`config.mk`:
```
export PLATFORM = sky130hd
export DESIGN_NAME = serial_adder_flat
export DESIGN_NICKNAME = d
export VERILOG_FILES = /design/src/rtl/serial_adder_if.sv /design/src/rtl/serial_adder.sv /design/src/flat_wrapper.sv
export SDC_FILE = /design/constraint.sdc
export NUM_CORES = 1
export LEC_CHECK = 0
export BUFFER_PORTS_ARGS = -buffer_cell sky130_fd_sc_hd__buf_2
export CAP_MARGIN = 20
export CORE_MARGIN = 2
export CORE_UTILIZATION = 53
export DETAILED_ROUTE_END_ITERATION = 10
export HOLD_SLACK_MARGIN = 0.12
export MAX_ROUTING_LAYER = met4
export PLACE_DENSITY = 0.75
export SKIP_CTS_REPAIR_TIMING = 1
export SLEW_MARGIN = 10
export SYNTH_ARGS = -nofsm -noshare
export SYNTH_HDL_FRONTEND = slang
export SYNTH_SLANG_ARGS = --single-unit
```
`constraint.sdc`:
```
create_clock -name clk -period 1.79 [get_ports clk]
set_input_delay 0.358 -clock clk [delete_from_list [all_inputs] [get_ports clk]]
set_output_delay 0.358 -clock clk [all_outputs]
set_load 0.05 [all_outputs]
```
`src/rtl/serial_adder_if.sv`:
```
// Start/busy/done handshake and operand/result bus of the bit-serial adder.
// SERIAL_ADDER_OVF_EN adds the registered signed-overflow flag ovf.
interface serial_adder_if #(
  parameter int WIDTH = 8
);
  logic             start;
  logic [WIDTH-1:0] a;
  logic [WIDTH-1:0] b;
  logic             cin;
  logic             busy;
  logic             done;
  logic [WIDTH-1:0] sum;
  logic             cout;
`ifdef SERIAL_ADDER_OVF_EN
  logic             ovf;

  modport master (output start, a, b, cin, input busy, done, sum, cout, ovf);
  modport slave  (input start, a, b, cin, output busy, done, sum, cout, ovf);
`else
  modport master (output start, a, b, cin, input busy, done, sum, cout);
  modport slave  (input start, a, b, cin, output busy, done, sum, cout);
`endif
endinterface

```
`src/rtl/serial_adder.sv`:
```
// Bit-serial WIDTH-bit adder: done pulses WIDTH edges after an accepted start; start is ignored while busy.
// Optional SERIAL_ADDER_OVF_EN adds a signed-overflow flag captured with sum/cout.
module serial_adder #(
  parameter int WIDTH = 8
) (
  input  logic            clk,
  input  logic            rst_n,
  serial_adder_if.slave   bus
);
  localparam int CW = $clog2(WIDTH + 1);

  typedef enum logic [1:0] {IDLE, RUN, DONE} state_t;

  state_t           state_q;
  logic [WIDTH-1:0] a_q;
  logic [WIDTH-1:0] b_q;
  logic [WIDTH-1:0] res_q;
  logic [WIDTH-1:0] res_d;
  logic [WIDTH-1:0] sum_q;
  logic [CW-1:0]    cnt_q;
  logic             carry_q;
  logic             cout_q;
  logic             busy_q;
  logic             done_q;
  logic             fa_sum;
  logic             fa_cout;
  logic             last_bit;
`ifdef SERIAL_ADDER_OVF_EN
  logic             ovf_q;
`endif

  // Single full-adder stage; each new sum bit enters at the MSB so bit i lands at position i.
  always_comb begin
    fa_sum          = a_q[0] ^ b_q[0] ^ carry_q;
    fa_cout         = (a_q[0] & b_q[0]) | (carry_q & (a_q[0] ^ b_q[0]));
    res_d           = res_q >> 1;
    res_d[WIDTH-1]  = fa_sum;
    last_bit        = (cnt_q == CW'(WIDTH - 1));
  end

  always_ff @(posedge clk or negedge rst_n) begin
    if (!rst_n) begin
      state_q <= IDLE;
      a_q     <= '0;
      b_q     <= '0;
      res_q   <= '0;
      sum_q   <= '0;
      cnt_q   <= '0;
      carry_q <= 1'b0;
      cout_q  <= 1'b0;
      busy_q  <= 1'b0;
      done_q  <= 1'b0;
`ifdef SERIAL_ADDER_OVF_EN
      ovf_q   <= 1'b0;
`endif
    end else begin
      case (state_q)
        IDLE, DONE: begin
          done_q <= 1'b0;
          if (bus.start) begin
            a_q     <= bus.a;
            b_q     <= bus.b;
            carry_q <= bus.cin;
            res_q   <= '0;
            cnt_q   <= '0;
            busy_q  <= 1'b1;
            state_q <= RUN;
          end else begin
            busy_q  <= 1'b0;
            state_q <= IDLE;
          end
        end
        RUN: begin
          a_q     <= a_q >> 1;
          b_q     <= b_q >> 1;
          carry_q <= fa_cout;
          res_q   <= res_d;
          cnt_q   <= cnt_q + CW'(1);
          if (last_bit) begin
            sum_q   <= res_d;
            cout_q  <= fa_cout;
`ifdef SERIAL_ADDER_OVF_EN
            // carry_q here is the carry into the MSB position.
            ovf_q   <= carry_q ^ fa_cout;
`endif
            busy_q  <= 1'b0;
            done_q  <= 1'b1;
            state_q <= DONE;
          end
        end
        default: begin
          busy_q  <= 1'b0;
          done_q  <= 1'b0;
          state_q <= IDLE;
        end
      endcase
    end
  end

  assign bus.busy = busy_q;
  assign bus.done = done_q;
  assign bus.sum  = sum_q;
  assign bus.cout = cout_q;
`ifdef SERIAL_ADDER_OVF_EN
  assign bus.ovf  = ovf_q;
`endif

endmodule

```
`src/flat_wrapper.sv`:
```
// flat-port wrapper written by rule: the top's interface ports become plain ports
module serial_adder_flat 
#(
  parameter int WIDTH = 8
)
  (clk, rst_n, bus_start, bus_a, bus_b, bus_cin, bus_busy, bus_done, bus_sum, bus_cout);
  serial_adder_if #(.WIDTH(WIDTH)) bus_i ();
  input  logic clk;
  input  logic rst_n;
  input wire logic [$bits(bus_i.start)-1:0] bus_start;
  input wire logic [$bits(bus_i.a)-1:0] bus_a;
  input wire logic [$bits(bus_i.b)-1:0] bus_b;
  input wire logic [$bits(bus_i.cin)-1:0] bus_cin;
  output wire logic [$bits(bus_i.busy)-1:0] bus_busy;
  output wire logic [$bits(bus_i.done)-1:0] bus_done;
  output wire logic [$bits(bus_i.sum)-1:0] bus_sum;
  output wire logic [$bits(bus_i.cout)-1:0] bus_cout;
  assign bus_i.start = bus_start;
  assign bus_i.a = bus_a;
  assign bus_i.b = bus_b;
  assign bus_i.cin = bus_cin;
  assign bus_busy = bus_i.busy;
  assign bus_done = bus_i.done;
  assign bus_sum = bus_i.sum;
  assign bus_cout = bus_i.cout;
  serial_adder #(.WIDTH(WIDTH)) u_core (.clk(clk), .rst_n(rst_n), .bus(bus_i));
endmodule
```
==> impl_metrics.env, run 1 <==
export IMPL_antenna_found_initial=0
export IMPL_globalRouteTotalUtil_pct=18.6
export IMPL_fin_cells=181
export IMPL_coreArea_sq_mm=0.00300
export IMPL_critPathCaptureType="flop"
export IMPL_maxSlewHeadroom_pct=58.9
export IMPL_path_cells="ha_1 -> nand3b_1 -> nor3b_2 -> buf_4 -> mux2_2"
export IMPL_ant_nets=0
export IMPL_hold_depth=2
export IMPL_worstMarginPinSlew_ps=617
export IMPL_dpl_cell_area_sq_mm=0.00181
export IMPL_synth_common_cells="40 x dfrtp_1, 26 x a22o_1, 15 x a21o_1"
export IMPL_port_buffers=30
export IMPL_cts_sinks=40
export IMPL_initial_core_util_pct=54.5
export IMPL_use_met3_pct=6.55
export IMPL_critPathMaxStageDelay_ps=400
export IMPL_crit_path_max_fanout=10
export IMPL_cts_root_buffer="clkbuf_4"
export IMPL_die_h_um=59.5
export IMPL_p_per_area_mw_per_mm2=1920
export IMPL_synth_mux_area_fraction_pct=8.11
export IMPL_r2r_end="u_core.bus.sum[6]$_DFFE_PN0P_"
export IMPL_synth_seq_cells=40
export IMPL_yosysMostFrequentCell="dfrtp_1"
export IMPL_reg2reg_depth=5
export IMPL_clockBufferDepth=2
export IMPL_synthCells=113
export IMPL_synth_cell_area_sq_mm=0.00164
export IMPL_fin_crit_ps=1570
export IMPL_synth_xor_area_share_pct=0
export IMPL_synth_top_cell_by_area="dfrtp_1"
export IMPL_hold_start="bus_a[7]"
export IMPL_grt_max_degree=30
export IMPL_num_vias=1039
export IMPL_cts_buffers=5
export IMPL_tritoncts="done"
export IMPL_cp_arrival_ps=1810
export IMPL_clock_latency_ps=350
export IMPL_top_usage_layer="met2"
export IMPL_grt_pass1_wl_mm=4.53
export IMPL_hold_path_class="input pin to flop"
export IMPL_r2r_slack_ps=220
export IMPL_ys_async_sr_fraction_pct=100
export IMPL_start_kind="flop"
export IMPL_skew_ps=7.05
export IMPL_r2r_start="u_core.cnt_q[0]$_DFFE_PN0P_"
export IMPL_maxSlewViolCount=0
export IMPL_drc=0
export IMPL_synth_simple_area_share_pct=3.83
export IMPL_finalSetupViolCount=0
export IMPL_drt_iter0_drc=17
export IMPL_grtUsageMet1_pct=22.7
export IMPL_n_antenna_cell=0
export IMPL_ios=31
export IMPL_yosys_warnings=0
export IMPL_avgSynthCellArea_sq_um=14.5
export IMPL_fin_area_sq_mm=0.00188
export IMPL_drt_pass1_iter_count=4
export IMPL_place_congestion=0.719
export IMPL_dp_cells=172
export IMPL_yosys_top_cells_area="dfrtp_1 61%, a22o_1 14%, a21o_1 6.9%"
export IMPL_drive_above_1_share_pct=38.5
export IMPL_dpl_hpwl_mm=1.88
export IMPL_fp_row_count=20
export IMPL_fp_dieW_um=59.5
export IMPL_met2_usage_pct=27.8
export IMPL_rsz0062_at_grt="false"
export IMPL_utilization_pct=62.7
export IMPL_htree_levels=2
export IMPL_synth_compound_area_share_pct=21.9
export IMPL_ir_worst_vdd_uv=869
export IMPL_synth_distinct_cells=20
export IMPL_wirelength_mm=2.77
export IMPL_ys_flop_type="dfrtp_1"
export IMPL_synth_edf_count=0
export IMPL_min_to="u_core.a_q[7]$_DFFE_PN0P_"
export IMPL_clkTransAtPathRegs_ps=110
export IMPL_final_nets=169
export IMPL_syn_nets=135
export IMPL_viasPerCell=5.74
export IMPL_power_leakage_nw=1.03
export IMPL_finalCritPeriodShare_pct=87.7
export IMPL_synth_top_family_by_area="compound AO/OA/AOI/OAI gates"
export IMPL_wire_per_inst_um=15.3
export IMPL_slowest_stage="dfrtp_1"
export IMPL_finalHoldViolCount=0
export IMPL_die_area_sq_mm=0.00355
export IMPL_synthAdderAreaFrac_pct=1.99
export IMPL_clock_fmax_mhz=637
export IMPL_criticalPathCategory="flop to flop"
export IMPL_totalNegativeSetupSlack_ps=0
export IMPL_synth_top_cell_area_share_pct=61.2
export IMPL_areaGrowthSynthToFinish_pct=15.2
export IMPL_gr_total_overflow=0
export IMPL_max_cap_violations=0
export IMPL_status="finished, final reports clean"
export IMPL_cp_required_ps=2030
export IMPL_yosysSeqAreaShare_pct=61.2
export IMPL_grt_pass1_vias=1010
==> report_power, final <==
| part | leakage [nW] | switching (mW) | internal [mW] |
|---|---|---|---|
| combinational | 0.482 | 0.905 | 0.709 |
| sequential | 0.509 | 0.239 | 1.30 |
| clock | 0.0380 | 0.284 | 0.187 |
| total | 1.03 | 1.43 | 2.19 |
==> kinds of logic (layout without fill, tap and decap cells) <==
| family | count (synthesis) | in the layout |
|---|---|---|
| adder cells (fa/ha/maj) | 2 | 2 |
| flip-flops | 40 | 40 |
| AO/OA/AOI/OAI | 43 | 43 |
| multiplexers | 12 | 12 |
| AND/OR/NAND/NOR | 8 | 8 |
| buffers and inverters | 8 | 43 |
==> layout make-up <==
cell class	instances	area [sq um]
timing repair buffer	35	190
clock inverter	2	10.0
tap	33	41.3
clock buffer	6	51.3
fill	245	1120
multi-input combinational	65	591
sequential	40	1000
==> stage by stage <==
step / total power, mW / worst slack [ps] / hold WS [ps]
2_1_floorplan: 2.84 / 353 / 62.4
3_3_place_gp: 3.10 / 122 / 396
3_5_place_dp: 3.18 / 84.3 / 406
4_1_cts: 3.66 / 90.8 / 13.8
5_1_grt: 3.88 / 129 / 228
6_report: 3.62 / 220 / 230
==> flip-flops by register name, summed over array words and instances, names as in the netlist <==
signal and count:
u_core.res_q 7, u_core.bus.done 1, u_core.bus.sum 8, u_core.a_q 8
u_core.b_q 8, u_core.carry_q 1, u_core.state_q 1, u_core.bus.cout 1
u_core.cnt_q 4, u_core.bus.busy 1
==> layout by cell type, fill, tap and decap left out, types with 2 or more instances in the layout <==
| cell type | instances |
|---|---|
| a21o_1 | 15 |
| a22o_1 | 26 |
| buf_2 | 30 |
| buf_4 | 4 |
| clkbuf_4 | 5 |
| clkinv_2 | 2 |
| dfrtp_1 | 40 |
| mux2_2 | 10 |
| mux2i_1 | 2 |
==> per-layer routing <==
layer	wire length (um)	part of all wire [%]
met1	1190	43
met2	1350	49
met3	165	6.0
met4	58	2.1
met5	0	0
==> critical path: cells and delay by family, from the launching register on <==
kind          cells  cell delay [ps]
buf+inv           1              200
simple gates      2              320
fa+ha+maj         1              190
mux               1              360
flops             1              400
==> how the worst max path moves through the flow <==
stage	slack, ps	endpoint	startpoint	depth (start not counted)
after floorplan	350	u_core.bus.busy$_DFFE_PN0P_	u_core.bus.done$_DFFE_PN0P_	4
after global placement	120	u_core.cnt_q[0]$_DFFE_PN0P_	bus_start	4
after detailed placement	80	u_core.cnt_q[0]$_DFFE_PN0P_	bus_start	4
after CTS	90	u_core.cnt_q[0]$_DFFE_PN0P_	u_core.state_q[0]$_DFFE_PN0P_	3
after global routing	130	u_core.bus.sum[6]$_DFFE_PN0P_	u_core.cnt_q[0]$_DFFE_PN0P_	5
final	220	u_core.bus.sum[6]$_DFFE_PN0P_	u_core.cnt_q[0]$_DFFE_PN0P_	5
No activity file was read; power rests on OpenSTA's default activity.
==> run 2: changes to the inputs <==
ABC_AREA = 1   (was default)
CORE_UTILIZATION = 54   (was 53)
==> impl_metrics.env, run 2 <==
export IMPL_critPathCaptureType="flop"
export IMPL_cts_buffers=5
export IMPL_path_cells="ha_1 -> nand2_1 -> nor2_2 -> nand2_4 -> nand2_1 -> nand2_1"
export IMPL_criticalPathCategory="flop to flop"
export IMPL_fin_cells=298
export IMPL_avgSynthCellArea_sq_um=8.14
export IMPL_worstMarginPinSlew_ps=662
export IMPL_gr_total_overflow=0
export IMPL_clock_fmax_mhz=672
export IMPL_yosysSeqAreaShare_pct=55.9
export IMPL_synth_common_cells="111 x nand2_1, 40 x dfrtp_1, 26 x inv_1"
export IMPL_die_h_um=61.6
export IMPL_fin_crit_ps=1490
export IMPL_hold_path_class="input pin to flop"
export IMPL_initial_core_util_pct=57.7
export IMPL_final_nets=275
export IMPL_rsz0062_at_grt="false"
export IMPL_wl_met3_um=107
export IMPL_ff_latch_area_sq_mm=0.00100
export IMPL_holdWs_ps=212
export IMPL_worstSetupEndpoint="u_core.bus.sum[1]$_DFFE_PN0P_"
export IMPL_finalSetupViolCount=0
export IMPL_crit_start="u_core.cnt_q[0]$_DFFE_PN0P_"
export IMPL_yosysMostFrequentCell="nand2_1"
export IMPL_slowest_stage="dfrtp_1"
export IMPL_grt_pass1_wl_mm=5.40
export IMPL_skew_ps=14.8
export IMPL_cts_root_buffer="clkbuf_4"
export IMPL_globalRouteTotalUtil_pct=20.0
export IMPL_grt_max_degree=41
export IMPL_yosys_warnings=0
export IMPL_synth_edf_count=0
export IMPL_start_kind="flop"
export IMPL_multi_input_area_sq_um=636
export IMPL_drt_iter0_drc=54
export IMPL_top_layer_used="met4"
export IMPL_nFillCells=286
export IMPL_ir_worst_vdd_uv=1180
export IMPL_place_congestion=0.796
export IMPL_fp_row_count=20
export IMPL_n_antenna_cell=0
export IMPL_cts_sinks=40
export IMPL_drt_met1_wl_mm=1.48
export IMPL_viasPerCell=4.60
export IMPL_most_common_layout_cells="111 x nand2_1, 40 x dfrtp_1, 30 x buf_2"
export IMPL_drc=0
export IMPL_cp_required_ps=2030
export IMPL_die_area_sq_mm=0.00379
export IMPL_syn_nets=242
export IMPL_crit_path_max_fanout=12
export IMPL_met2WireLength_mm=1.43
export IMPL_dp_cells=289
export IMPL_wirelength_mm=3.05
export IMPL_yosys_top_cells_area="dfrtp_1 56%, nand2_1 23%, inv_1 5.4%"
export IMPL_reg2reg_depth=6
export IMPL_finalHoldViolCount=0
export IMPL_finalCritPeriodShare_pct=83.2
export IMPL_antenna_found_initial=0
export IMPL_ant_nets=0
export IMPL_power_leakage_nw=1.19
export IMPL_coreArea_sq_mm=0.00310
export IMPL_ys_async_sr_fraction_pct=100
export IMPL_r2r_start="u_core.cnt_q[0]$_DFFE_PN0P_"
export IMPL_synth_seq_cells=40
export IMPL_r2r_slack_ps=300
export IMPL_clock_latency_ps=340
export IMPL_p_per_area_mw_per_mm2=1870
export IMPL_final_common_cell="nand2_1"
export IMPL_clockBufferDepth=2
export IMPL_drt_pass1_iter_count=4
export IMPL_clkTransAtPathRegs_ps=130
export IMPL_port_buffers=30
export IMPL_grt_pass1_vias=1262
export IMPL_ys_flop_type="dfrtp_1"
export IMPL_maxSlewHeadroom_pct=55.8
export IMPL_dpl_hpwl_mm=2.14
export IMPL_synth_top_cell_by_area="dfrtp_1"
export IMPL_total_power_mw=3.84
export IMPL_status="finished, final reports clean"
export IMPL_maxSlewViolCount=0
export IMPL_wire_per_inst_um=10.2
export IMPL_areaGrowthSynthToFinish_pct=14.5
export IMPL_synth_distinct_cells=18
export IMPL_num_vias=1371
export IMPL_htree_levels=2
export IMPL_drive_above_1_share_pct=19.7
export IMPL_max_cap_violations=0
export IMPL_ios=31
export IMPL_critPathMaxStageDelay_ps=430
export IMPL_tritoncts="done"
export IMPL_cpMostUsedCell="nand2_1"
export IMPL_synth_top_cell_area_share_pct=55.9
export IMPL_cp_arrival_ps=1730
export IMPL_synth_cell_area_sq_mm=0.00179
export IMPL_synthCells=220
export IMPL_r2r_end="u_core.bus.sum[1]$_DFFE_PN0P_"
export IMPL_fp_dieW_um=61.6
export IMPL_totalNegativeSetupSlack_ps=0
[run 2: cell count changes in the layout (fill, tap and decap cells not counted), moves of 6 or more]
cell and delta:
nand2_1 +111, a22o_1 -26, inv_1 +26, a21o_1 -15, nand3_1 +12, mux2_2 -10, o22ai_1 +6
[run 2: how the worst min path moves through the flow]
stage                     startpoint                             to  cells past startpoint
after floorplan                rst_n      u_core.a_q[0]$_DFFE_PN0P_                      0
after CTS                      rst_n  u_core.bus.sum[3]$_DFFE_PN0P_                      2
after detailed placement       rst_n    u_core.bus.done$_DFFE_PN0P_                      2
after global placement         rst_n    u_core.bus.done$_DFFE_PN0P_                      2
final                       bus_b[7]      u_core.b_q[7]$_DFFE_PN0P_                      3
after global routing        bus_b[7]      u_core.b_q[7]$_DFFE_PN0P_                      3
[run 2: cell type report]
class,count,area share (%)
flip-flops and latches,40,48.8
multi-input cells,145,31.0
repair buffers,33,8.54
inverters,28,5.12
well taps,44,2.68
clock inverters,3,2.07
clock buffers,5,1.83
[run 2: cells by family after synthesis]
logic type,share of synthesized area (%)
AOI/OAI and AO/OA,2.93
adders and majority gates,1.82
buffers and inverters,8.66
DFF,55.9
and+or+nand+nor,30.7
[run 2: critical path, delay by kind of cell, from the launching register on]
family	cells	cell delay (ps)
flip-flops	1	430
adder cells (fa/ha/maj)	1	180
AND/OR/NAND/NOR	5	780
[run 2: metrics by stage]
stage                     instance area (sq um)  utilization, %  worst slack (ps)
after floorplan                            1790               -               483
after global placement                     1960            63.2               395
after detailed placement                   1960            63.2               333
after CTS                                  2040            65.8               317
after global routing                       2050            66.1              93.5
final                                      2050            66.1               301
[run 2: per-layer routing]
layer	global-route usage, %	vias up
li1	-	727
met1	26.6	617
met2	30.1	23
met3	3.78	4
met4	8.51	0
met5	-	-
[run 2: power breakdown]
| part | internal (mW) | total (mW) | switching (mW) |
|---|---|---|---|
| logic | 0.511 | 1.70 | 1.19 |
| clock network | 0.291 | 0.583 | 0.292 |
| registers | 1.31 | 1.56 | 0.247 |
| total | 2.11 | 3.84 | 1.73 |
==> run 3: changes to the inputs <==
clock period = 1.4 ns   (was 1.79 ns; I/O delays follow)
==> impl_metrics.env, run 3 (same netlist as run 2, synthesis figures left out) <==
export IMPL_status="finished, final reports clean"
export IMPL_ant_nets=0
export IMPL_grt_max_degree=31
export IMPL_worstMarginPinSlew_ps=392
export IMPL_cts_root_buffer="clkbuf_4"
export IMPL_viasPerCell=4.83
export IMPL_maxSlewHeadroom_pct=73.9
export IMPL_clock_fmax_mhz=756
export IMPL_drt_iter0_drc=45
export IMPL_worst_slack_ps=77.8
export IMPL_grt_pass1_vias=1332
export IMPL_fp_dieW_um=61.6
export IMPL_crit_path_max_fanout=9
export IMPL_dpl_hpwl_mm=2.32
export IMPL_clockBufferDepth=2
export IMPL_cp_depth=7
export IMPL_n_antenna_cell=0
export IMPL_slowest_stage="dfrtp_1"
export IMPL_place_congestion=0.793
export IMPL_start_kind="flop"
export IMPL_hold_path_class="input pin to flop"
export IMPL_critPathCaptureType="flop"
export IMPL_total_power_mw=4.87
export IMPL_areaGrowthSynthToFinish_pct=15.7
export IMPL_cp_arrival_ps=1570
export IMPL_critPathBufInv=1
export IMPL_drive_above_1_share_pct=20.3
export IMPL_utilization_pct=66.8
export IMPL_cp_top_family="flip-flops"
export IMPL_finalCritPeriodShare_pct=94.4
export IMPL_fp_row_count=20
export IMPL_rsz0062_at_grt="false"
export IMPL_final_common_cell="nand2_1"
export IMPL_most_common_layout_cells="111 x nand2_1, 40 x dfrtp_1, 30 x buf_2"
export IMPL_htree_levels=2
export IMPL_clock_latency_ps=340
export IMPL_tritoncts="done"
export IMPL_ios=31
export IMPL_final_nets=277
export IMPL_path_cells="ha_1 -> nand2_1 -> nor2_2 -> buf_4 -> nor2_1 -> nand2_1 -> nand2_1"
export IMPL_die_h_um=61.6
export IMPL_gr_total_overflow=0
export IMPL_die_area_sq_mm=0.00379
export IMPL_dpl_cell_area_sq_mm=0.00200
export IMPL_finalHoldViolCount=0
export IMPL_skew_ps=6.73
export IMPL_cts_sinks=40
export IMPL_clkTransAtPathRegs_ps=110
export IMPL_reg2reg_depth=7
export IMPL_wire_per_inst_um=10.6
export IMPL_initial_core_util_pct=57.7
export IMPL_wirelength_mm=3.19
export IMPL_p_per_area_mw_per_mm2=2350
export IMPL_critPathMaxStageDelay_ps=430
export IMPL_totalNegativeSetupSlack_ps=0
export IMPL_ir_worst_vdd_uv=1180
export IMPL_cpMostUsedCell="nand2_1"
export IMPL_drc=0
export IMPL_num_vias=1448
export IMPL_power_leakage_nw=1.21
export IMPL_coreArea_sq_mm=0.00310
export IMPL_port_buffers=30
export IMPL_cts_buffers=5
export IMPL_pre_cts_slack_ps=103
export IMPL_cp_required_ps=1640
export IMPL_fin_area_sq_mm=0.00207
export IMPL_criticalPathCategory="flop to flop"
export IMPL_antenna_found_initial=0
export IMPL_maxSlewViolCount=0
export IMPL_finalSetupViolCount=0
export IMPL_drt_pass1_iter_count=4
export IMPL_hold_depth=3
export IMPL_globalRouteTotalUtil_pct=21.1
export IMPL_fin_crit_ps=1320
export IMPL_grt_pass1_wl_mm=5.58
export IMPL_max_cap_violations=0
==> run 3: worst reg2reg max path, stage by stage (launching register included) <==
cell and delay (ps):
dfrtp_1 430, ha_1 180, nand2_1 80, nor2_2 200
buf_4 200, nor2_1 50, nand2_1 60, nand2_1 40
==> run 3: through the flow <==
step                      instances  hold slack, ps
final                           300             140
after CTS                       299            -163
after global placement          291             228
after global routing            300             123
after floorplan                 220           -15.6
after detailed placement        291             227
==> run 3: cell type report <==
class	count	area (sq um)
Clock inverter	2	10.0
Multi-Input combinational cell	145	636
Fill cell	310	1030
Inverter	28	105
Sequential cell	40	1000
Timing Repair Buffer	35	215
Clock buffer	6	51.3
Tap cell	44	55.1
==> run 3: per-layer routing <==
| layer | track usage, % | vias up | routed length, um |
|---|---|---|---|
| met4 | 9.73 | 0 | 49 |
| met5 | - | - | 0 |
| met2 | 33.1 | 30 | 1580 |
| li1 | - | 731 | - |
| met3 | 5.04 | 5 | 132 |
| met1 | 26.0 | 682 | 1420 |
==> run 3: path summary, 6_finish.rpt <==
| kind | from | endpoint | slack (ps) |
|---|---|---|---|
| min in group asynchronous | rst_n | u_core.res_q[3]$_DFFE_PN0P_ | 390 |
| max in group asynchronous | rst_n | u_core.res_q[4]$_DFFE_PN0P_ | 560 |
| setup reg to reg | u_core.cnt_q[0]$_DFFE_PN0P_ | u_core.bus.busy$_DFFE_PN0P_ | 80 |
| setup / recovery | u_core.cnt_q[0]$_DFFE_PN0P_ | u_core.bus.busy$_DFFE_PN0P_ | 80 |
| hold reg to reg | u_core.bus.sum[6]$_DFFE_PN0P_ | u_core.bus.sum[6]$_DFFE_PN0P_ | 470 |
| hold / removal | bus_b[7] | u_core.b_q[7]$_DFFE_PN0P_ | 140 |
==> run 3: where the power goes <==
group / internal [mW] / leakage, nW / switching (mW)
registers: 1.67 / 0.504 / 0.311
clock network: 0.239 / 0.0380 / 0.352
logic: 0.723 / 0.668 / 1.57
